$ cat src/rtl/dv_checkpoint_monitor.sv
// dv_checkpoint_monitor
// Synchronises and debounces an asynchronous checkpoint bus and tracks the
// start -> pass/fail code sequence. It also provides a cycle timeout, a
// saturating step counter and a sticky verdict.
// Optional build macro: CHKMON_ORDER_EN. When it is defined, every step code
// accepted in RUN must be unsigned-greater than the previously accepted code.
module dv_checkpoint_monitor #(
    parameter int CW         = 16,
    parameter int STABLE_CYC = 2,
    parameter int TW         = 32,
    parameter int SW         = 8
) (
    input  logic          mclk,
    input  logic          reset_n,
    input  logic          enable,
    input  logic [CW-1:0] checkbits,
    input  logic [CW-1:0] cfg_start,
    input  logic [CW-1:0] cfg_pass,
    input  logic [CW-1:0] cfg_fail,
    input  logic [TW-1:0] cfg_timeout,
    output logic          started,
    output logic          done,
    output logic          pass,
    output logic          fail,
    output logic [1:0]    fail_reason,
    output logic [SW-1:0] step_cnt,
    output logic [CW-1:0] last_code
);

    typedef enum logic [2:0] {
        IDLE, WAIT_START, RUN, PASS, FAIL, TMO
    } state_t;

    localparam logic [1:0] FR_NONE  = 2'd0;
    localparam logic [1:0] FR_CODE  = 2'd1;
    localparam logic [1:0] FR_TMO   = 2'd2;
`ifdef CHKMON_ORDER_EN
    localparam logic [1:0] FR_ORDER = 2'd3;
`endif

    localparam int            SCW      = $clog2(STABLE_CYC + 1);
    localparam logic [SCW-1:0] STAB_MAX = SCW'(STABLE_CYC);

    // Input path: synchroniser, stability tracker, one-shot acceptance.
    logic [CW-1:0]  sync1_q, sync2_q, cand_q, acc_code_q;
    logic [CW-1:0]  cand_d, acc_code_d;
    logic [SCW-1:0] stab_cnt_q, stab_cnt_d;
    logic           acc_valid_q, acc_valid_d, accept_q, accept_d;

    // Monitor state.
    state_t         state_q, state_d;
    logic           started_q, started_d;
    logic [1:0]     fail_reason_q, fail_reason_d;
    logic [SW-1:0]  step_cnt_q, step_cnt_d;
    logic [CW-1:0]  last_code_q, last_code_d;
    logic [TW-1:0]  tmo_cnt_q, tmo_cnt_d;
    logic           tmo_hit;

    // Debounce the synchronised bus and raise a single accept pulse when a new
    // value has been stable long enough. The "already accepted" memory is
    // dropped while disabled, so a held code is accepted again after re-arming.
    always_comb begin
        // NOTE: every combinational output gets a default first so no path can infer a latch.
        cand_d = sync2_q;
        if (sync2_q != cand_q)
            stab_cnt_d = SCW'(1);
        else if (stab_cnt_q != STAB_MAX)
            stab_cnt_d = stab_cnt_q + 1'b1;
        else
            stab_cnt_d = stab_cnt_q;
        accept_d    = enable && (stab_cnt_q == STAB_MAX) &&
                      (!acc_valid_q || (cand_q != acc_code_q));
        acc_code_d  = accept_d ? cand_q : acc_code_q;
        acc_valid_d = enable && (acc_valid_q || accept_d);
    end

    // Register the input path. The two sync flops are the only place where
    // checkbits enters the mclk domain.
    always_ff @(posedge mclk or negedge reset_n) begin
        if (!reset_n) begin
            sync1_q     <= '0;
            sync2_q     <= '0;
            cand_q      <= '0;
            stab_cnt_q  <= '0;
            acc_code_q  <= '0;
            acc_valid_q <= 1'b0;
            accept_q    <= 1'b0;
        end else begin
            // NOTE: non-blocking assignments so every flop samples pre-edge values.
            sync1_q     <= checkbits;
            sync2_q     <= sync1_q;
            cand_q      <= cand_d;
            stab_cnt_q  <= stab_cnt_d;
            acc_code_q  <= acc_code_d;
            acc_valid_q <= acc_valid_d;
            accept_q    <= accept_d;
        end
    end

    // Next-state logic. An accepted pass/fail code (or an order violation)
    // beats a timeout in the same cycle. Any other code loses to the timeout:
    // last_code still records it, but neither started nor step_cnt moves.
    always_comb begin
        state_d       = state_q;
        started_d     = started_q;
        fail_reason_d = fail_reason_q;
        step_cnt_d    = step_cnt_q;
        last_code_d   = last_code_q;
        tmo_cnt_d     = tmo_cnt_q;
        tmo_hit       = 1'b0;
        if (!enable) begin
            state_d       = IDLE;
            started_d     = 1'b0;
            fail_reason_d = FR_NONE;
            step_cnt_d    = '0;
            last_code_d   = '0;
            tmo_cnt_d     = '0;
        end else begin
            unique case (state_q)
                IDLE: begin
                    state_d   = WAIT_START;
                    tmo_cnt_d = '0;
                end
                WAIT_START, RUN: begin
                    tmo_cnt_d = tmo_cnt_q + 1'b1;
                    tmo_hit   = (cfg_timeout != '0) && (tmo_cnt_d == cfg_timeout);
                    if (accept_q) begin
                        last_code_d = acc_code_q;
                        if (state_q == WAIT_START) begin
                            if (acc_code_q == cfg_start) begin
                                state_d   = RUN;
                                started_d = 1'b1;
                            end
                        end else if (acc_code_q == cfg_pass) begin
                            state_d = PASS;
                        end else if (acc_code_q == cfg_fail) begin
                            state_d       = FAIL;
                            fail_reason_d = FR_CODE;
`ifdef CHKMON_ORDER_EN
                        end else if (acc_code_q <= last_code_q) begin
                            state_d       = FAIL;
                            fail_reason_d = FR_ORDER;
`endif
                        end else if (step_cnt_q != '1) begin
                            step_cnt_d = step_cnt_q + 1'b1;
                        end
                    end
                    if (tmo_hit && (state_d == WAIT_START || state_d == RUN)) begin
                        state_d       = TMO;
                        fail_reason_d = FR_TMO;
                        started_d     = started_q;
                        step_cnt_d    = step_cnt_q;
                    end
                end
                default: ; // PASS/FAIL/TMO are terminal: everything frozen
            endcase
        end
    end

    // Register the monitor state.
    always_ff @(posedge mclk or negedge reset_n) begin
        if (!reset_n) begin
            state_q       <= IDLE;
            started_q     <= 1'b0;
            fail_reason_q <= FR_NONE;
            step_cnt_q    <= '0;
            last_code_q   <= '0;
            tmo_cnt_q     <= '0;
        end else begin
            state_q       <= state_d;
            started_q     <= started_d;
            fail_reason_q <= fail_reason_d;
            step_cnt_q    <= step_cnt_d;
            last_code_q   <= last_code_d;
            tmo_cnt_q     <= tmo_cnt_d;
        end
    end

    assign started     = started_q;
    assign pass        = (state_q == PASS);
    assign fail        = (state_q == FAIL) || (state_q == TMO);
    assign done        = pass || fail;
    assign fail_reason = fail_reason_q;
    assign step_cnt    = step_cnt_q;
    assign last_code   = last_code_q;

endmodule

$ cat config.mk
export PLATFORM = sky130hd
export DESIGN_NAME = dv_checkpoint_monitor
export DESIGN_NICKNAME = d
export VERILOG_FILES = /design/src/rtl/dv_checkpoint_monitor.sv
export SDC_FILE = /design/constraint.sdc
export NUM_CORES = 1
export LEC_CHECK = 0
export ABC_AREA = 1
export CAP_MARGIN = 30
export CORE_MARGIN = 8
export CORE_UTILIZATION = 33
export CTS_CLUSTER_SIZE = 20
export DETAILED_ROUTE_END_ITERATION = 16
export PLACE_DENSITY = 0.63
export REMOVE_ABC_BUFFERS = 1
export SYNTH_ARGS = -nofsm -noshare
export SYNTH_HDL_FRONTEND = slang
export SYNTH_SLANG_ARGS = --single-unit
$ cat constraint.sdc
create_clock -name mclk -period 4.01 [get_ports mclk]
set_input_delay 1.0025 -clock mclk [delete_from_list [all_inputs] [get_ports mclk]]
set_output_delay 1.0025 -clock mclk [all_outputs]
set_load 0.02 [all_outputs]
; ---- After elaboration in Yosys (flattened, before gate mapping)
; Index checks and enable logic that the tools add are counted.
[totals]
ff_bits = 130
inputBits = 99
out_inout_bits = 30
elab_cells = 103
[classes]
n_addsub = 3
eq_ne = 30
muxes = 38
reduce_logical = 19
[ops]
columns = operator, n
row1 = 2-to-1 mux 8 bit, 8
row2 = one-hot mux 32 bit (2 select lines), 1
row3 = equality test 16 bit, 3
row4 = 2-to-1 mux 16 bit, 3
row5 = "adder 32 x 1 -> 32 bit, second input constant", 1
row6 = equality test 32 bit, 1
row7 = 2-to-1 mux 32 bit, 1
row8 = inequality test 16 bit, 2
row9 = nonzero test 32 bit, 1
row10 = 2-to-1 mux 3 bit, 9
row11 = 2-to-1 mux 2 bit, 9
row12 = "inequality test 2 x 1 -> 1 bit, second input constant", 5
row13 = "inequality test 2 bit, second input constant", 5
row14 = AND reduction 5 bit, 2
row15 = "equality test 3 x 2 -> 1 bit, second input constant", 3
row16 = "inequality test 3 x 1 -> 1 bit, second input constant", 3
row17 = "adder 8 x 1 -> 8 bit, second input constant", 1
row18 = "inequality test 8 bit, second input constant", 1
row19 = AND reduction 7 bit, 1
row20 = "equality test 3 x 1 -> 1 bit, second input constant", 2
row21 = "equality test 3 bit, second input constant", 2
row22 = 2-to-1 mux 1 bit, 6
row23 = "inequality test 3 x 2 -> 1 bit, second input constant", 2
row24 = one-hot mux 3 bit (2 select lines), 1
row25 = 9 further kinds, 17

; ---- Depth between registers and ports, before layout
; Gate-level depths: netlist of the first run.
[depth]
word_depth = 13
mapped_depth = 18
depth_no_buf = 18

; ---- Worst setup path after synthesis of the first run
; OpenSTA, ideal clock, no wires.
[synth_path]
kind = input -> register
from = in cfg_start[10]
to = reg step_cnt_q[0], in the netlist step_cnt[0]
setup_ns = 0.119
arrival_time_ns = 2.291
t_required_ns = 3.891
slack_ns = 1.600
stages = 16
n_path_buf = 1
path_cell_list = inv_1 nand2_1 nand2_1 nor2_1 nand2_1 nor2_1 nand2_1 a21oi_1 nand2_1 nand2_1 nand2_1 nand2_1 nand4_2 buf_6 nand4_1 nand2_1
[synth_between]
elab_chain_cells = 11
word_cells_on_any_way = 12
classes_between = eq/ne (4) / mux (5) / reduce/logical (3)
[synth_rtl]
columns = element, line
row1 = from (decl), 17  ; input logic [CW-1:0] cfg_start,
row2 = equality test 16 bit *, 130  ; if (acc_code_q == cfg_start) begin
row3 = 2-to-1 mux 3 bit *, 130
row4 = 2-to-1 mux 3 bit *, 129  ; if (state_q == WAIT_START) begin
row5 = 2-to-1 mux 3 bit *, 127  ; if (accept_q) begin
row6 = 2-to-1 mux 3 bit *, 119  ; unique case (state_q)
row7 = 2-to-1 mux 3 bit *, 111  ; if (!enable) begin
row8 = equality test 3 x 1 -> 1 bit / equality test 3 x 2 -> 1 bit (equally long branches), 148  ; if (tmo_hit && (state_d == WAIT_START || state_d == RUN)) begin
row9 = logical OR 1 bit *, 148
row10 = logical AND 1 bit *, 148
row11 = inequality test 2 bit (no line) *, n/a
row12 = AND reduction 7 bit (no line) *, n/a
row13 = to (signal assigned), 173  ; step_cnt_q <= step_cnt_d;
row14 = to (decl), 54  ; logic [SW-1:0] step_cnt_q, step_cnt_d;
; Mark *: on every way between the ends. The rest lies on a longest branch, timed or not. The select of a mux whose other input is x is not followed.
; A chain may end at the register's enable or synchronous reset.

; ---- Worst setup path in the final report of the first run
[layout_path]
from = in cfg_pass[2]
to = reg step_cnt_q[4], in the netlist step_cnt[4]
[layout_between]
elab_chain_cells = 11
word_cells_on_any_way = 13
classes_between = eq/ne (5) / mux (5) / reduce/logical (3)
[layout_rtl]
columns = element, line
row1 = from (decl), 18  ; input logic [CW-1:0] cfg_pass,
row2 = equality test 16 bit *, 134  ; end else if (acc_code_q == cfg_pass) begin
row3 = 2-to-1 mux 3 bit, 134
row4 = 2-to-1 mux 3 bit, 129
row5 = 2-to-1 mux 3 bit, 127
row6 = 2-to-1 mux 3 bit, 119
row7 = 2-to-1 mux 3 bit, 111
row8 = equality test 3 x 1 -> 1 bit / equality test 3 x 2 -> 1 bit (equally long branches), 148
row9 = logical OR 1 bit, 148
row10 = logical AND 1 bit, 148
row11 = inequality test 2 bit (no line), n/a
row12 = AND reduction 7 bit (no line) *, n/a
; Marked as above.

==> results.cfg, run 1 <==
[timing]
slew_viol_final = 0
grt_setup_unrepaired = false
min_period_over_period_pct = 76.17
tns_ps = 0
hold_viol = 0
setup_viol = 0
fmax_ghz = 0.3274
worstMarginPinSlew_ps = 921.4
max_slew_margin_pct = 38.50
worst_clock_skew_ps = 12.54
timing.final.crit_period_ps = 3054

[final_layout]
drive_gt1_share_pct = 6.061
n_antenna_cell = 0
fin_nets = 1310
layout_common_cells = nand2_1 (386), inv_1 (155), dfrtp_1 (130)
area_growth_pct = 29.11
final_common_cell = nand2_1

[power_and_ir_drop]
p_leak_uw = 0.004687
p_total_uw = 3230
ir_drop_mv = 0.2041
power_density_nw_per_um2 = 328.5

[yosys]
postSynthAreaPerCell_um2 = 7.124
syn_inst = 1069
synth.distinct_cells = 39
ys_seq_elements = 130
yosys_warnings = 0
netlist_area_um2 = 7616
ys_seq_area_share_pct = 42.71
synth_area_leader_cell = dfrtp_1
synthTopCellsByArea = dfrtp_1 (43%), nand2_1 (19%), inv_1 (7.6%), nor2_1 (5.4%), xor2_1 (4.5%)
synth_top_area_share_pct = 42.71

[route]
firstDrtPassIters = 5
antenna_left = 0
drtIter0Drc = 525
drc = 0
viasPerCell = 4.701
wirelength_um = 21500
wl_per_cell_um = 14.28
vias = 7079

[global_route]
grt_max_degree = 85
grt_overflow = 0
met2_usage_pct = 24.15
grt_pass1_wl_um = 34760
grt_pass1_vias = 6751
use_met1_pct = 20.89
grt_busiest_layer = met2
met3_usage_pct = 3.414
antenna_found_initial = 0
grtUsageTotal_pct = 15.35

[clock_network]
cts_root_buf = clkbuf_16
clk_pin_slew_worst_paths_ps = 60
cts-hold-fix-buffers = 0
insertion_delay_ps = 420
cts_tree = built
ctsResizeCount = 0
clock_sinks = 130
htree_levels = 4
clockBufferDepth = 2
postCtsSetupBuffers = 0
cts_buffers = 17

[worst_setup_path]
required_ps = 4360
worstSetupPathType = in -> reg
cp_data_arrival_time_ps = 3410
crit_buf_inv = 2
path_cells = clkdlybuf4s50_1, inv_1, nand2_1, nand2_1, nor2_1, nand2_1, nor2_1, nand2_1, nand2_1, nand2_1, nand2_1, nand2_1, nor2_1, nand2_1, nor2_4, nand4_2, nand3_2, nand2_1, nand2_1
critPathMostFrequentCell = nand2_1
cp_max_fo = 11
critPathTopFamily = simple AND/OR/NAND/NOR gates
cp_slowest_cell = clkdlybuf4s50_1
cp-start-kind = input pin
worst_setup_path_end_kind = flop
max_stage_delay_ps = 470

[die]
std_cell_rows = 55
initial_core_util_pct = 33.64
die-height_um = 167.9
die_area_um2 = 28200
die_w_um = 167.9
core_um2 = 22640
pin_count = 129

[place]
io_buffer_count = 128
hpwl_um = 16650
gp_congestion = 0.8878

[run_status]
status = finished, final reports clean

[job]
max_cap_viol_count = 0

[hold_path]
hold_path.class = reg -> reg
-- path summary, 6_finish.rpt --
| check | from | end | slack (ps) | cells past startpoint |
|---|---|---|---|---|
| hold / removal | sync1_q[5] | cand_d[5] | 340 | 0 |
| min in group asynchronous | reset_n | cand_d[2] | 630 | 1 |
| setup / recovery | cfg_pass[2] | step_cnt[4] | 960 | 19 |
| hold reg to reg | sync1_q[5] | cand_d[5] | 340 | 0 |
| setup reg to reg | tmo_cnt_q[0] | step_cnt[4] | 1150 | 17 |
| max in group asynchronous | reset_n | started | 2500 | 2 |
-- registers in the layout, summed over array words and instances, names as in the netlist --
signal	cells
fail_reason	2
last_code	16
stab_cnt_q	2
acc_code_q	16
cand_q	16
state_q	3
acc_valid_q	1
step_cnt	8
tmo_cnt_q	32
accept_q	1
started	1
sync1_q	16
cand_d	16
-- cells in the mapped netlist (all sizes together) --
library cell,count
o221ai,1
xor2,40
o21ai,59
a31oi,1
a21oi,13
inv,156
or2,1
nand2,397
nand3,55
nor3,3
ha,3
a32o,1
nand3b,6
nor2,125
xnor3,3
clkinv,1
nor4,3
dfrtp,130
or4,3
a221oi,1
o2111ai,4
buf,3
xnor2,5
nand4,21
o22ai,23
clkbuf,11
-- cells by family (layout without fill, tap and decap cells) --
kind of cell,after synthesis,after routing,synth area share (%)
compound gates,103,103,7.573
buf+inv,171,323,8.543
simple gates,614,614,34.52
fa+ha+maj,3,3,0.4929
flops,130,130,42.71
xor+xnor,48,48,6.161
-- metrics by stage --
stage | worst slack [ps] | utilization, % | area (um^2) | hold slack (ps) | std cells
6_report | 955.7 | 43.43 | 9833 | 342.9 | 1506
5_1_grt | 651.6 | 43.43 | 9833 | 350.3 | 1506
4_1_cts | 929.9 | 43.43 | 9833 | 343.0 | 1506
3_5_place_dp | 509.5 | 40.81 | 9239 | 334.7 | 1474
3_3_place_gp | 572.1 | 40.81 | 9239 | 333.1 | 1474
2_1_floorplan | 1395 | - | 7555 | 331.2 | 1055
-- power breakdown --
part	leakage [uW]	total, uW	switching, uW	internal, uW
Clock	0.000287	1560	617	939
Combinational	0.00274	303	151	152
Sequential	0.00166	1370	26.1	1340
Total	0.00469	3230	795	2440
-- cell type report --
class | count | area (um^2)
clock buffer | 18 | 439.2
clock inverter | 14 | 155.1
fill | 2290 | 12810
inverter | 157 | 589.3
multi-input combinational | 768 | 3712
sequential | 130 | 3253
tap | 285 | 356.6
timing repair buffer | 134 | 1328
-- layer usage --
metal  wire, um  up-vias
met5          0        -
met4        311        0
met3       1200       26
met2       9596      181
met1      10390     3245
li1           -     3627
No activity file was read; power rests on OpenSTA's default activity.
==> inputs of run 2 (changes only) <==
Clock period 4.01 ns to 3 ns, I/O delays scaled along.
==> run 2 against run 1 <==
  * Hold slack got worse by 32 ps
  * Die area unchanged
  * Largest cell class unchanged
  * Critical path type is now reg -> reg
  * Utilization increased by 0.59 points
==> results.cfg, run 2 (synthesis results as in run 1) <==
[run_status]
status = finished, final reports clean

[clock_network]
htree_levels = 4
clockBufferDepth = 2
cts_tree = built
clk_pin_slew_worst_paths_ps = 60
insertion_delay_ps = 420
postCtsSetupBuffers = 0
cts_buffers = 17
cts_root_buf = clkbuf_16
clock_sinks = 130

[timing]
worst_clock_skew_ps = 12.14
fmax_ghz = 0.3667
timing.final.crit_period_ps = 2727
max_slew_margin_pct = 42.61
hold_viol = 0
grt_setup_unrepaired = false
min_period_over_period_pct = 90.91
setup_viol = 0
worstMarginPinSlew_ps = 859.9
hold_slack_ps = 310.9
slew_viol_final = 0

[final_layout]
layout_common_cells = nand2_1 (386), inv_1 (155), dfrtp_1 (130)
final_cell_area_um2 = 9967
drive_gt1_share_pct = 6.818
fin_nets = 1322
area_growth_pct = 30.87
final_common_cell = nand2_1
largest_register_ffs = 32
regMostFlops = tmo_cnt_q

[worst_setup_path]
worstSetupPathType = reg -> reg
max_stage_delay_ps = 430
worst_setup_path_end_kind = flop
critPathMostFrequentCell = nand2_1
cp_data_arrival_time_ps = 3030
cp-start-kind = flop
required_ps = 3300
cp_slowest_cell = dfrtp_1
cp_max_fo = 7
path_cells = ha_1, nand2_2, nor2_4, nand2_1, nor2_4, nand3_1, nand3_1, nand2_1, inv_1, nand3_1, nor2_1, nand2_1, nor2_4, nand4_2, buf_4, nand4_1, nand2_1

[route]
drtIter0Drc = 531
vias = 7116
antenna_left = 0
viasPerCell = 4.685
wl_per_cell_um = 14.22
firstDrtPassIters = 7
wirelength_um = 21600
drc = 0

[place]
gp_congestion = 0.8812
place_area_um2 = 9354
io_buffer_count = 128
hpwl_um = 16820

[power_and_ir_drop]
ir_drop_mv = 0.3279
power_density_nw_per_um2 = 441.1
p_leak_uw = 0.004760

[global_route]
grt_pass1_wl_um = 35190
met3_usage_pct = 3.227
grt_busiest_layer = met2
grt_overflow = 0
grt_max_degree = 62
grt_pass1_vias = 6881
grtUsageTotal_pct = 15.63
use_met1_pct = 21.06
antenna_found_initial = 2
met2_usage_pct = 24.28

[die]
die_area_um2 = 28200
pin_count = 129
std_cell_rows = 55
core_um2 = 22640
initial_core_util_pct = 33.64
die_w_um = 167.9
die-height_um = 167.9

[hold_path]
hold_path.class = in -> async

[job]
max_cap_viol_count = 0
-- run 2: cell count changes in the layout (fill, tap and decap cells not counted), moves of 2 or more --
cell / change
buf_12: +2
clkinvlp_4: -2
clkinv_4: -2
buf_4: +10
diode_2: +2
inv_6: +3
-- run 2: per-stage QoR --
step	TNS (ps)	cells	worst slack, ps	power, uW	utilization (%)
2_1_floorplan	0	1055	637.2	2016	-
3_3_place_gp	-159.5	1486	-25.58	2280	41.32
3_5_place_dp	-565.1	1486	-80.69	2285	41.32
4_1_cts	0	1517	256.2	4452	43.98
5_1_grt	0	1519	10.30	4575	44.02
6_report	0	1519	272.7	4397	44.02
-- run 2: area by class of cell --
class	instances	area [um^2]
fill	2254	12670
multi-input combinational	768	3717
sequential	130	3253
timing repair buffer	146	1443
inverter	157	589.3
clock buffer	18	429.2
tap	285	356.6
clock inverter	13	173.9
antenna	2	5.005
-- run 2: what timing repair did --
action / CTS / global route
endpoints found under the hold margin: 0 / 0
gates resized for setup: 0 / 1
endpoints found under the setup margin: 0 / 7
hold buffers: 0 / 0
-- run 2: worst max-delay path: cells and delay by family, from the launching register on --
kind	cells	cell delay (ps)
flops	1	430
fa+ha+maj	1	260
buf+inv	2	260
simple gates	14	1650
-- run 2: power by group --
group	switching (uW)	total (uW)	internal, uW
Sequential	34.6	1830	1800
Combinational	203	416	213
Clock	830	2150	1320
-- run 2: worst paths after layout --
kind,end,slack (ps),startpoint,cells after the start
min in group mclk,cand_d[6],350,sync1_q[6],0
min reg2reg,cand_d[6],350,sync1_q[6],0
min,cand_d[2],310,reset_n,1
max reg2reg,step_cnt[2],270,tmo_cnt_q[0],17
max,step_cnt[2],270,tmo_cnt_q[0],17
max in group asynchronous,step_cnt[4],2060,reset_n,2
-- run 2: routing by layer --
metal / wire length (um) / vias to the layer above
li1: - / 3659
met1: 10510 / 3253
met2: 9577 / 180
met3: 1124 / 24
met4: 384 / 0
met5: 0 / -
